$ cat config.mk
export PLATFORM = sky130hd
export DESIGN_NAME = mem_bus_arbiter_flat
export DESIGN_NICKNAME = d
export VERILOG_FILES = /design/src/rtl/mem_bus_arbiter_if.sv /design/src/rtl/mem_bus_arbiter.sv /design/src/flat_wrapper.sv
export SDC_FILE = /design/constraint.sdc
export NUM_CORES = 1
export LEC_CHECK = 0
export BUFFER_PORTS_ARGS = -buffer_cell sky130_fd_sc_hd__buf_2
export CAP_MARGIN = 20
export CORE_AREA = 8 8 98 100
export DETAILED_ROUTE_END_ITERATION = 10
export DIE_AREA = 0 0 106 108
export GPL_ROUTABILITY_DRIVEN = 0
export PLACE_DENSITY = 0.7
export SLEW_MARGIN = 40
export SYNTH_ARGS = -nofsm -noshare
export SYNTH_HDL_FRONTEND = slang
export SYNTH_SLANG_ARGS = --single-unit
$ cat constraint.sdc
create_clock -name clk -period 1.7 [get_ports clk]
set_input_delay 0.34 -clock clk [delete_from_list [all_inputs] [get_ports clk]]
set_output_delay 0.34 -clock clk [all_outputs]
set_load 0.005 [all_outputs]
$ cat src/rtl/mem_bus_arbiter_if.sv
// Bundle of CPU/DMA request ports and multiplexed memory-bus pins for mem_bus_arbiter.
// master = arbiter view, slave = requesters/memory view.
interface mem_bus_arbiter_if #(
   parameter int DATA_W = 16
);
   logic              cpu_req;
   logic              cpu_rnw;
   logic [DATA_W-1:0] cpu_addr;
   logic [DATA_W-1:0] cpu_wdata;
   logic              cpu_ack;
   logic              dma_req;
   logic              dma_rnw;
   logic [DATA_W-1:0] dma_addr;
   logic [DATA_W-1:0] dma_wdata;
   logic              dma_ack;
   logic [DATA_W-1:0] rdata;
   logic [DATA_W-1:0] data_out;
   logic [DATA_W-1:0] data_in;
   logic              ale;
   logic              n_me;
   logic              n_oe;
   logic              rnw;
   logic              enb;
   logic              n_wait;
   logic              bus_err;

   modport master (
      input  cpu_req, cpu_rnw, cpu_addr, cpu_wdata,
      input  dma_req, dma_rnw, dma_addr, dma_wdata,
      input  data_in, n_wait,
      output cpu_ack, dma_ack, rdata, data_out,
      output ale, n_me, n_oe, rnw, enb, bus_err
   );

   modport slave (
      output cpu_req, cpu_rnw, cpu_addr, cpu_wdata,
      output dma_req, dma_rnw, dma_addr, dma_wdata,
      output data_in, n_wait,
      input  cpu_ack, dma_ack, rdata, data_out,
      input  ale, n_me, n_oe, rnw, enb, bus_err
   );
endinterface

$ cat src/rtl/mem_bus_arbiter.sv
// Round-robin CPU/DMA arbiter driving a multiplexed ADDR/DATA memory bus with registered outputs.
// Optional MEM_WAIT_TIMEOUT_EN aborts a DATA phase after MAX_WAIT nWait-low cycles and flags BusErr.
module mem_bus_arbiter #(
   parameter int DATA_W = 16
`ifdef MEM_WAIT_TIMEOUT_EN
   ,
   parameter int MAX_WAIT = 15
`endif
) (
   input  logic              clk,
   input  logic              rst,
   mem_bus_arbiter_if.master bus
);
   typedef enum logic [1:0] {IDLE, ADDR, DATA, DONE} state_t;

   state_t            state, state_nx;
   logic              last_dma, last_dma_nx;
   logic              sel_dma, sel_dma_nx;
   logic              pick_dma;
   logic              op_rd, op_rd_nx;
   logic [DATA_W-1:0] wdata_q, wdata_nx;
   logic [DATA_W-1:0] data_out_q, data_out_nx;
   logic [DATA_W-1:0] rdata_q, rdata_nx;
   logic              ale_q, ale_nx;
   logic              n_me_q, n_me_nx;
   logic              n_oe_q, n_oe_nx;
   logic              rnw_q, rnw_nx;
   logic              enb_q, enb_nx;
   logic              cpu_ack_q, cpu_ack_nx;
   logic              dma_ack_q, dma_ack_nx;
`ifdef MEM_WAIT_TIMEOUT_EN
   localparam int CNT_W = $clog2(MAX_WAIT + 1);
   logic [CNT_W-1:0]  wait_cnt, wait_cnt_nx;
   logic              bus_err_q, bus_err_nx;
`endif

   always_comb begin
      state_nx    = state;
      last_dma_nx = last_dma;
      sel_dma_nx  = sel_dma;
      pick_dma    = 1'b0;
      op_rd_nx    = op_rd;
      wdata_nx    = wdata_q;
      data_out_nx = data_out_q;
      rdata_nx    = rdata_q;
`ifdef MEM_WAIT_TIMEOUT_EN
      wait_cnt_nx = wait_cnt;
      bus_err_nx  = 1'b0;
`endif
      case (state)
         IDLE: begin
            // last_dma only moves on a tie, so the CPU wins the first tie after reset
            if (bus.cpu_req && bus.dma_req) begin
               pick_dma    = !last_dma;
               last_dma_nx = !last_dma;
            end else begin
               pick_dma = bus.dma_req;
            end
            if (bus.cpu_req || bus.dma_req) begin
               sel_dma_nx  = pick_dma;
               op_rd_nx    = pick_dma ? bus.dma_rnw   : bus.cpu_rnw;
               wdata_nx    = pick_dma ? bus.dma_wdata : bus.cpu_wdata;
               data_out_nx = pick_dma ? bus.dma_addr  : bus.cpu_addr;
               state_nx    = ADDR;
            end
         end
         ADDR: begin
            state_nx = DATA;
            if (!op_rd) data_out_nx = wdata_q;
`ifdef MEM_WAIT_TIMEOUT_EN
            wait_cnt_nx = '0;
`endif
         end
         DATA: begin
            if (bus.n_wait) begin
               state_nx = DONE;
               if (op_rd) rdata_nx = bus.data_in;
            end
`ifdef MEM_WAIT_TIMEOUT_EN
            else if (wait_cnt == CNT_W'(MAX_WAIT - 1)) begin
               state_nx   = DONE;
               bus_err_nx = 1'b1;
            end else begin
               wait_cnt_nx = wait_cnt + 1'b1;
            end
`endif
         end
         DONE:    state_nx = IDLE;
         default: state_nx = IDLE;
      endcase

      // Bus pins are decoded from the next state so they change together with it
      ale_nx     = 1'b0;
      n_me_nx    = 1'b1;
      n_oe_nx    = 1'b1;
      rnw_nx     = 1'b1;
      enb_nx     = 1'b0;
      cpu_ack_nx = 1'b0;
      dma_ack_nx = 1'b0;
      case (state_nx)
         ADDR: begin
            ale_nx = 1'b1;
            enb_nx = 1'b1;
            rnw_nx = op_rd_nx;
         end
         DATA: begin
            n_me_nx = 1'b0;
            rnw_nx  = op_rd;
            n_oe_nx = !op_rd;
            enb_nx  = !op_rd;
         end
         DONE: begin
            cpu_ack_nx = !sel_dma;
            dma_ack_nx = sel_dma;
         end
         default: ;
      endcase
   end

   always_ff @(posedge clk) begin
      if (rst) begin
         state      <= IDLE;
         last_dma   <= 1'b1;
         sel_dma    <= 1'b0;
         data_out_q <= '0;
         rdata_q    <= '0;
         ale_q      <= 1'b0;
         n_me_q     <= 1'b1;
         n_oe_q     <= 1'b1;
         rnw_q      <= 1'b1;
         enb_q      <= 1'b0;
         cpu_ack_q  <= 1'b0;
         dma_ack_q  <= 1'b0;
`ifdef MEM_WAIT_TIMEOUT_EN
         wait_cnt   <= '0;
         bus_err_q  <= 1'b0;
`endif
      end else begin
         state      <= state_nx;
         last_dma   <= last_dma_nx;
         sel_dma    <= sel_dma_nx;
         data_out_q <= data_out_nx;
         rdata_q    <= rdata_nx;
         ale_q      <= ale_nx;
         n_me_q     <= n_me_nx;
         n_oe_q     <= n_oe_nx;
         rnw_q      <= rnw_nx;
         enb_q      <= enb_nx;
         cpu_ack_q  <= cpu_ack_nx;
         dma_ack_q  <= dma_ack_nx;
`ifdef MEM_WAIT_TIMEOUT_EN
         wait_cnt   <= wait_cnt_nx;
         bus_err_q  <= bus_err_nx;
`endif
      end
   end

   // Latched request fields are only consumed after a grant, so they carry no reset
   always_ff @(posedge clk) begin
      op_rd   <= op_rd_nx;
      wdata_q <= wdata_nx;
   end

   assign bus.cpu_ack  = cpu_ack_q;
   assign bus.dma_ack  = dma_ack_q;
   assign bus.rdata    = rdata_q;
   assign bus.data_out = data_out_q;
   assign bus.ale      = ale_q;
   assign bus.n_me     = n_me_q;
   assign bus.n_oe     = n_oe_q;
   assign bus.rnw      = rnw_q;
   assign bus.enb      = enb_q;
`ifdef MEM_WAIT_TIMEOUT_EN
   assign bus.bus_err  = bus_err_q;
`else
   assign bus.bus_err  = 1'b0;
`endif
endmodule

$ cat src/flat_wrapper.sv
// flat-port wrapper written by rule: the top's interface ports become plain ports
module mem_bus_arbiter_flat 
#(
   parameter int DATA_W = 16

)
  (clk, rst, bus_cpu_req, bus_cpu_rnw, bus_cpu_addr, bus_cpu_wdata, bus_dma_req, bus_dma_rnw, bus_dma_addr, bus_dma_wdata, bus_data_in, bus_n_wait, bus_cpu_ack, bus_dma_ack, bus_rdata, bus_data_out, bus_ale, bus_n_me, bus_n_oe, bus_rnw, bus_enb, bus_bus_err);
  mem_bus_arbiter_if #(.DATA_W(DATA_W)) bus_i ();
  input  logic clk;
  input  logic rst;
  input wire logic [$bits(bus_i.cpu_req)-1:0] bus_cpu_req;
  input wire logic [$bits(bus_i.cpu_rnw)-1:0] bus_cpu_rnw;
  input wire logic [$bits(bus_i.cpu_addr)-1:0] bus_cpu_addr;
  input wire logic [$bits(bus_i.cpu_wdata)-1:0] bus_cpu_wdata;
  input wire logic [$bits(bus_i.dma_req)-1:0] bus_dma_req;
  input wire logic [$bits(bus_i.dma_rnw)-1:0] bus_dma_rnw;
  input wire logic [$bits(bus_i.dma_addr)-1:0] bus_dma_addr;
  input wire logic [$bits(bus_i.dma_wdata)-1:0] bus_dma_wdata;
  input wire logic [$bits(bus_i.data_in)-1:0] bus_data_in;
  input wire logic [$bits(bus_i.n_wait)-1:0] bus_n_wait;
  output wire logic [$bits(bus_i.cpu_ack)-1:0] bus_cpu_ack;
  output wire logic [$bits(bus_i.dma_ack)-1:0] bus_dma_ack;
  output wire logic [$bits(bus_i.rdata)-1:0] bus_rdata;
  output wire logic [$bits(bus_i.data_out)-1:0] bus_data_out;
  output wire logic [$bits(bus_i.ale)-1:0] bus_ale;
  output wire logic [$bits(bus_i.n_me)-1:0] bus_n_me;
  output wire logic [$bits(bus_i.n_oe)-1:0] bus_n_oe;
  output wire logic [$bits(bus_i.rnw)-1:0] bus_rnw;
  output wire logic [$bits(bus_i.enb)-1:0] bus_enb;
  output wire logic [$bits(bus_i.bus_err)-1:0] bus_bus_err;
  assign bus_i.cpu_req = bus_cpu_req;
  assign bus_i.cpu_rnw = bus_cpu_rnw;
  assign bus_i.cpu_addr = bus_cpu_addr;
  assign bus_i.cpu_wdata = bus_cpu_wdata;
  assign bus_i.dma_req = bus_dma_req;
  assign bus_i.dma_rnw = bus_dma_rnw;
  assign bus_i.dma_addr = bus_dma_addr;
  assign bus_i.dma_wdata = bus_dma_wdata;
  assign bus_i.data_in = bus_data_in;
  assign bus_i.n_wait = bus_n_wait;
  assign bus_cpu_ack = bus_i.cpu_ack;
  assign bus_dma_ack = bus_i.dma_ack;
  assign bus_rdata = bus_i.rdata;
  assign bus_data_out = bus_i.data_out;
  assign bus_ale = bus_i.ale;
  assign bus_n_me = bus_i.n_me;
  assign bus_n_oe = bus_i.n_oe;
  assign bus_rnw = bus_i.rnw;
  assign bus_enb = bus_i.enb;
  assign bus_bus_err = bus_i.bus_err;
  mem_bus_arbiter #(.DATA_W(DATA_W)) u_core (.clk(clk), .rst(rst), .bus(bus_i));
endmodule
# --- Word-level counts from Yosys, hierarchy flattened ---
# Cells that the tools add are included.
word_totals:
  output_inout_bits: 40
  latch_bits: 0
  rom_bits: 0
  n_memories: 0
  regBits: 60
  mem_bits_rw: 0
  word_cells: 54
op_classes:
  n_reduce_logical: 13
  n_bitwise: 2
  mul: 0
  order_cmp: 0
  n_div: 0
  shifts: 0
  muxes: 17
  n_eq_ne: 8
  add_sub_neg: 0
ops:
  columns: ["op", "count"]
  rows:
  - ["16-bit two-way mux", 4]
  - ["16-bit one-hot mux with 2 select lines", 1]
  - ["2-bit equality test, second input constant", 4]
  - ["2-bit one-hot mux with 4 select lines", 1]
  - ["1-bit two-way mux", 7]
  - ["3-bit AND reduction", 2]
  - ["2-bit by 1-bit equality test with 1-bit output, second input constant", 2]
  - ["2-bit two-way mux", 2]
  - ["1-bit one-hot mux with 2 select lines", 2]
  - ["2-bit AND reduction", 2]
  - ["2-bit OR reduction", 2]
  - ["1-bit zero test", 3]
  - ["2-bit zero test", 1]
  - ["2-bit by 1-bit inequality test with 1-bit output, second input constant", 1]
  - ["2-bit inequality test, second input constant", 1]
  - ["1-bit inverter", 2]
  - ["2-bit nonzero test", 1]
  - ["1-bit logical AND", 1]
  - ["1-bit logical OR", 1]

# --- Logic depth before layout (Yosys ltp) ---
depth:
  depth_word: 7
  mapped_depth: 8

# --- Worst setup path before layout ---
# No wires, ideal clock.
synth_path:
  path_kind: "register -> register"
  start: "register u_core.state[0]"
  end: "register u_core.rnw_q, in the netlist u_core.bus.rnw"
  arrival_ns: 1.623
  stages_incl_launch_ff: 9
  synth_period_minus_slack_ns: 1.760
  path_slack_ns: -0.060
  cell_sequence: "dfxtp_1 > inv_1 > ha_1 > o21a_1 > o32ai_1 > inv_1 > ha_1 > a21oi_1 > o221ai_1"
synth_via:
  elab_chain_cells: 4
synth_rtl:
  columns: ["item", "line_no", "source"]
  rows:
  - ["start: declaration", "mem_bus_arbiter.sv:16", "state_t state, state_nx;"]
  - ["start signal: assignment", "mem_bus_arbiter.sv:139", "state <= state_nx;"]
  - ["2-bit equality test (tied with other cells)", "mem_bus_arbiter.sv:50", "case (state)"]
  - ["2-bit one-hot mux with 4 select lines (*)", "mem_bus_arbiter.sv:50", null]
  - ["via u_core.state_nx[0]", "mem_bus_arbiter.sv:16", null]
  - ["2-bit equality test or 2-bit by 1-bit equality test with 1-bit output (tied branches)", "mem_bus_arbiter.sv:100", "case (state_nx)"]
  - ["1-bit one-hot mux with 2 select lines (*)", "mem_bus_arbiter.sv:100", null]
  - ["end signal: assignment", "mem_bus_arbiter.sv:147", "rnw_q <= rnw_nx;"]
  - ["end: declaration", "mem_bus_arbiter.sv:27", "logic rnw_q, rnw_nx;"]
# Mark *: on every way through the listed nets, which the timed path passes. The rest lies on a longest branch.
# A chain may end at the register's enable or synchronous reset.

# --- Worst setup path in the final report ---
layout_path:
  start: "register u_core.state[1]"
  end: "register u_core.rnw_q, in the netlist u_core.bus.rnw"
layout_via:
  elab_chain_cells: 4
layout_rtl:
  columns: ["item", "line_no"]
  rows:
  - ["2-bit equality test (tied with other cells)", "mem_bus_arbiter.sv:50"]
  - ["2-bit one-hot mux with 4 select lines (*)", "mem_bus_arbiter.sv:50"]
  - ["via u_core.state_nx[0]", "mem_bus_arbiter.sv:16"]
  - ["2-bit equality test or 2-bit by 1-bit equality test with 1-bit output (tied branches)", "mem_bus_arbiter.sv:100"]
  - ["1-bit one-hot mux with 2 select lines (*)", "mem_bus_arbiter.sv:100"]
# Marked as above.

==> results_dict.tcl <==
set metrics [dict create \
    status "finished, violations left" \
    violations "negative setup slack" \
    ys_seq_elements 60 \
    avgRoutedWirePerCell_um 15.45 \
    finalNetCount 496 \
    syn_area_per_cell_um2 10.52 \
    finish.instance_area_um2 3920 \
    firstDrtPassIters 4 \
    synth_top_cell_area_share_pct 32.46 \
    ant_nets 0 \
    grt_start_max_net_pins 35 \
    grt_antenna_before_repair 0 \
    area_growth_pct 44.44 \
    ys_seq_area_share_pct 50.16 \
    crit_chain "inv_2 -> buf_6 -> ha_4 -> o21a_1 -> o32ai_4 -> inv_1 -> ha_2 -> a21oi_2 -> o221ai_1" \
    fin_crit_ps 1714 \
    netlist_area_um2 2714 \
    arrival_ps 1910 \
    numClockSinks 60 \
    die_w_um 106 \
    synth_most_common_cell "dfxtp_1" \
    rsz0062_at_grt "true" \
    place_inst 490 \
    hold_viol 0 \
    clkPwrFrac_pct 23.2 \
    grt_pass1_wl_um 12640 \
    regArea_um2 1364 \
    drt_iter0_drc 93 \
    cts_buffer_depth 2 \
    skew_ps 6.992 \
    synth_area_leaders "dfxtp_1 (32%), edfxtp_1 (18%), mux2_2 (6.6%)" \
    drc 0 \
    crit_path_top_delay_cell "dfxtp_2" \
    synth_edf_count 16 \
    netlist_instances 258 \
    fill_cells 757 \
    vias 2475 \
    power.switching_mw 1.911 \
    row_count 33 \
    p_seq_share_pct 34.0 \
    gr-total-overflow 0 \
    yosysWarnings 0 \
    vdd.ir_drop.worst_uv 565.8 \
    groute.usage.overall_pct 13.76 \
    fmax_ghz 0.5836 \
    p_int_mw 4.118 \
    crit_fanout 4 \
    hold_class "input pin to register" \
    port-buffer-count 125 \
    utilization_pct 48.69 \
    placed_cell_area_um2 3565 \
    ys_top_cells_by_count "dfxtp_1 (44), nand2_1 (35), a21oi_1 (19)" \
    clk_latency_ps 340 \
    cp.required_ps 1900 \
    num_antenna_cells 0 \
    hpwl_um 5861 \
    h-tree-depth 3 \
    layout.cells.non_filler 512 \
    clock-root-buffer "clkbuf_8" \
    p_sw_share_pct 31.70 \
    period_share_pct 100.8 \
    powerDensity_nw_per_um2 1538 \
    viasPerCell 4.834 \
    grt_pass1_vias 2652 \
    p_comb_share_pct 42.8 \
    p_leak_nw 1.744 \
    multi_input_area_um2 1295 \
    cts_buffers 9 \
    initial_core_util_pct 33.71 \
    die_h_um 108 \
    slew_viol_final 0 \
    synth_nets 352 \
    ys_types 31 \
    coreArea_um2 8051 \
    worst_slack_ps -13.51 \
    cts_tree "yes" \
    start_kind "register" \
    worst-path-buf-inv 3 \
    slowest_delay_ps 330 \
    synth.largest_area_cell "dfxtp_1" \
    cp_top_family "compound AO/OA/AOI/OAI gates" \
    critPathCaptureType "register" \
    dieArea_um2 11450 \
    ios 127 \
    drive_gt1_share_pct 48.40 \
    path_clk_slew_ps 70 \
    timing.max_cap.violations 0 \
    setup_violations 1 \
    wirelength_um 7911 \
    worst-setup-path-type "register to register" \
    hold_ws_ps 235.3 \
    async_flop_share_pct 0 \
    synth_ff_type "dfxtp_1" \
]
==> cells by family after synthesis <==
logic type / synth area share (%)
mux: 6.639
flops: 50.16
buf+inv: 4.979
fa+ha+maj: 3.227
compound gates: 17.98
other cells: 0.1382
simple gates: 16.55
xor+xnor: 0.3228
==> routing by layer <==
layer  global-route usage [%]  share of wire [%]
met3                    3.807                5.6
met1                    15.25                 42
met2                    23.50                 51
met5                        0                  0
met4                    7.739                1.8
==> power groups by stage <==
stage	logic, mW	clock network [mW]	registers, mW
detailed placement	2.25	0	2.07
global placement	2.18	0	2.07
CTS	2.41	1.43	2.05
finish	2.58	1.40	2.05
floorplan	1.28	0	2.09
global route	2.86	1.51	2.09
==> through the flow <==
stage,power (mW),setup slack [ps],setup TNS [ps]
6_report,6.029,-13.51,-13.51
5_1_grt,6.472,-145.3,-606.0
4_1_cts,5.895,-51.66,-106.0
3_5_place_dp,4.322,-243.8,-4351
3_3_place_gp,4.240,-166.9,-2876
2_1_floorplan,3.377,-7.087,-70.87
==> worst paths after layout <==
path,from,endpoint,slack (ps),cells past startpoint
max reg2reg,u_core.state[1],u_core.bus.rnw,-10,9
min,bus_data_in[5],u_core.bus.rdata[5],240,3
max,u_core.state[1],u_core.bus.rnw,-10,9
min reg2reg,u_core.bus.rdata[5],u_core.bus.rdata[5],450,2
==> worst reg2reg max path: stages (launching register included) <==
cell,delay (ps)
dfxtp_2,330
inv_2,40
buf_6,110
ha_4,150
o21a_1,130
o32ai_4,240
inv_1,100
ha_2,220
a21oi_2,120
o221ai_1,140
==> flip-flops by register name, summed over array words and instances (netlist names) <==
register,flops
u_core.bus.rdata,16
u_core.bus.cpu_ack,1
u_core.bus.data_out,16
u_core.bus.n_oe,1
u_core.sel_dma,1
u_core.bus.dma_ack,1
u_core.bus.ale,1
u_core.last_dma,1
u_core.bus.rnw,1
u_core.bus.enb,1
u_core.bus.n_me,1
u_core.op_rd,1
u_core.wdata_q,16
u_core.state,2
==> final cells by class <==
| cell class | count | share of cell area [%] |
|---|---|---|
| Timing Repair Buffer | 151 | 22.44 |
| Inverter | 9 | 0.8618 |
| Multi-Input combinational cell | 171 | 33.04 |
| Clock inverter | 5 | 1.915 |
| Clock buffer | 11 | 3.607 |
| Sequential cell | 60 | 34.79 |
| Tap cell | 105 | 3.351 |
==> cell usage in the layout, fill, tap and decap left out, drive strengths merged <==
master	n
nor2	5
a21oi	19
o21a	2
dfxtp	44
and2	18
nor2b	3
nor4	1
mux2	16
bufinv	2
o221ai	1
nand2	35
o31a	1
edfxtp	16
buf	150
nor3b	1
conb	1
o32ai	2
a21bo	1
nand3	3
clkbuf	12
inv	9
clkinv	3
nand2b	16
ha	7
a221o	16
and3	3
xor2	1
o21ai	1
nor3	1
a32o	16
o22ai	1
==> timing repair <==
action,CTS,global route
gates resized for setup,9,9
cloned,0,1
hold buffers,0,0
pin swaps,5,4
setup endpoints to repair,21,38
setup buffers,6,0
(Power assumes the default switching activity.)
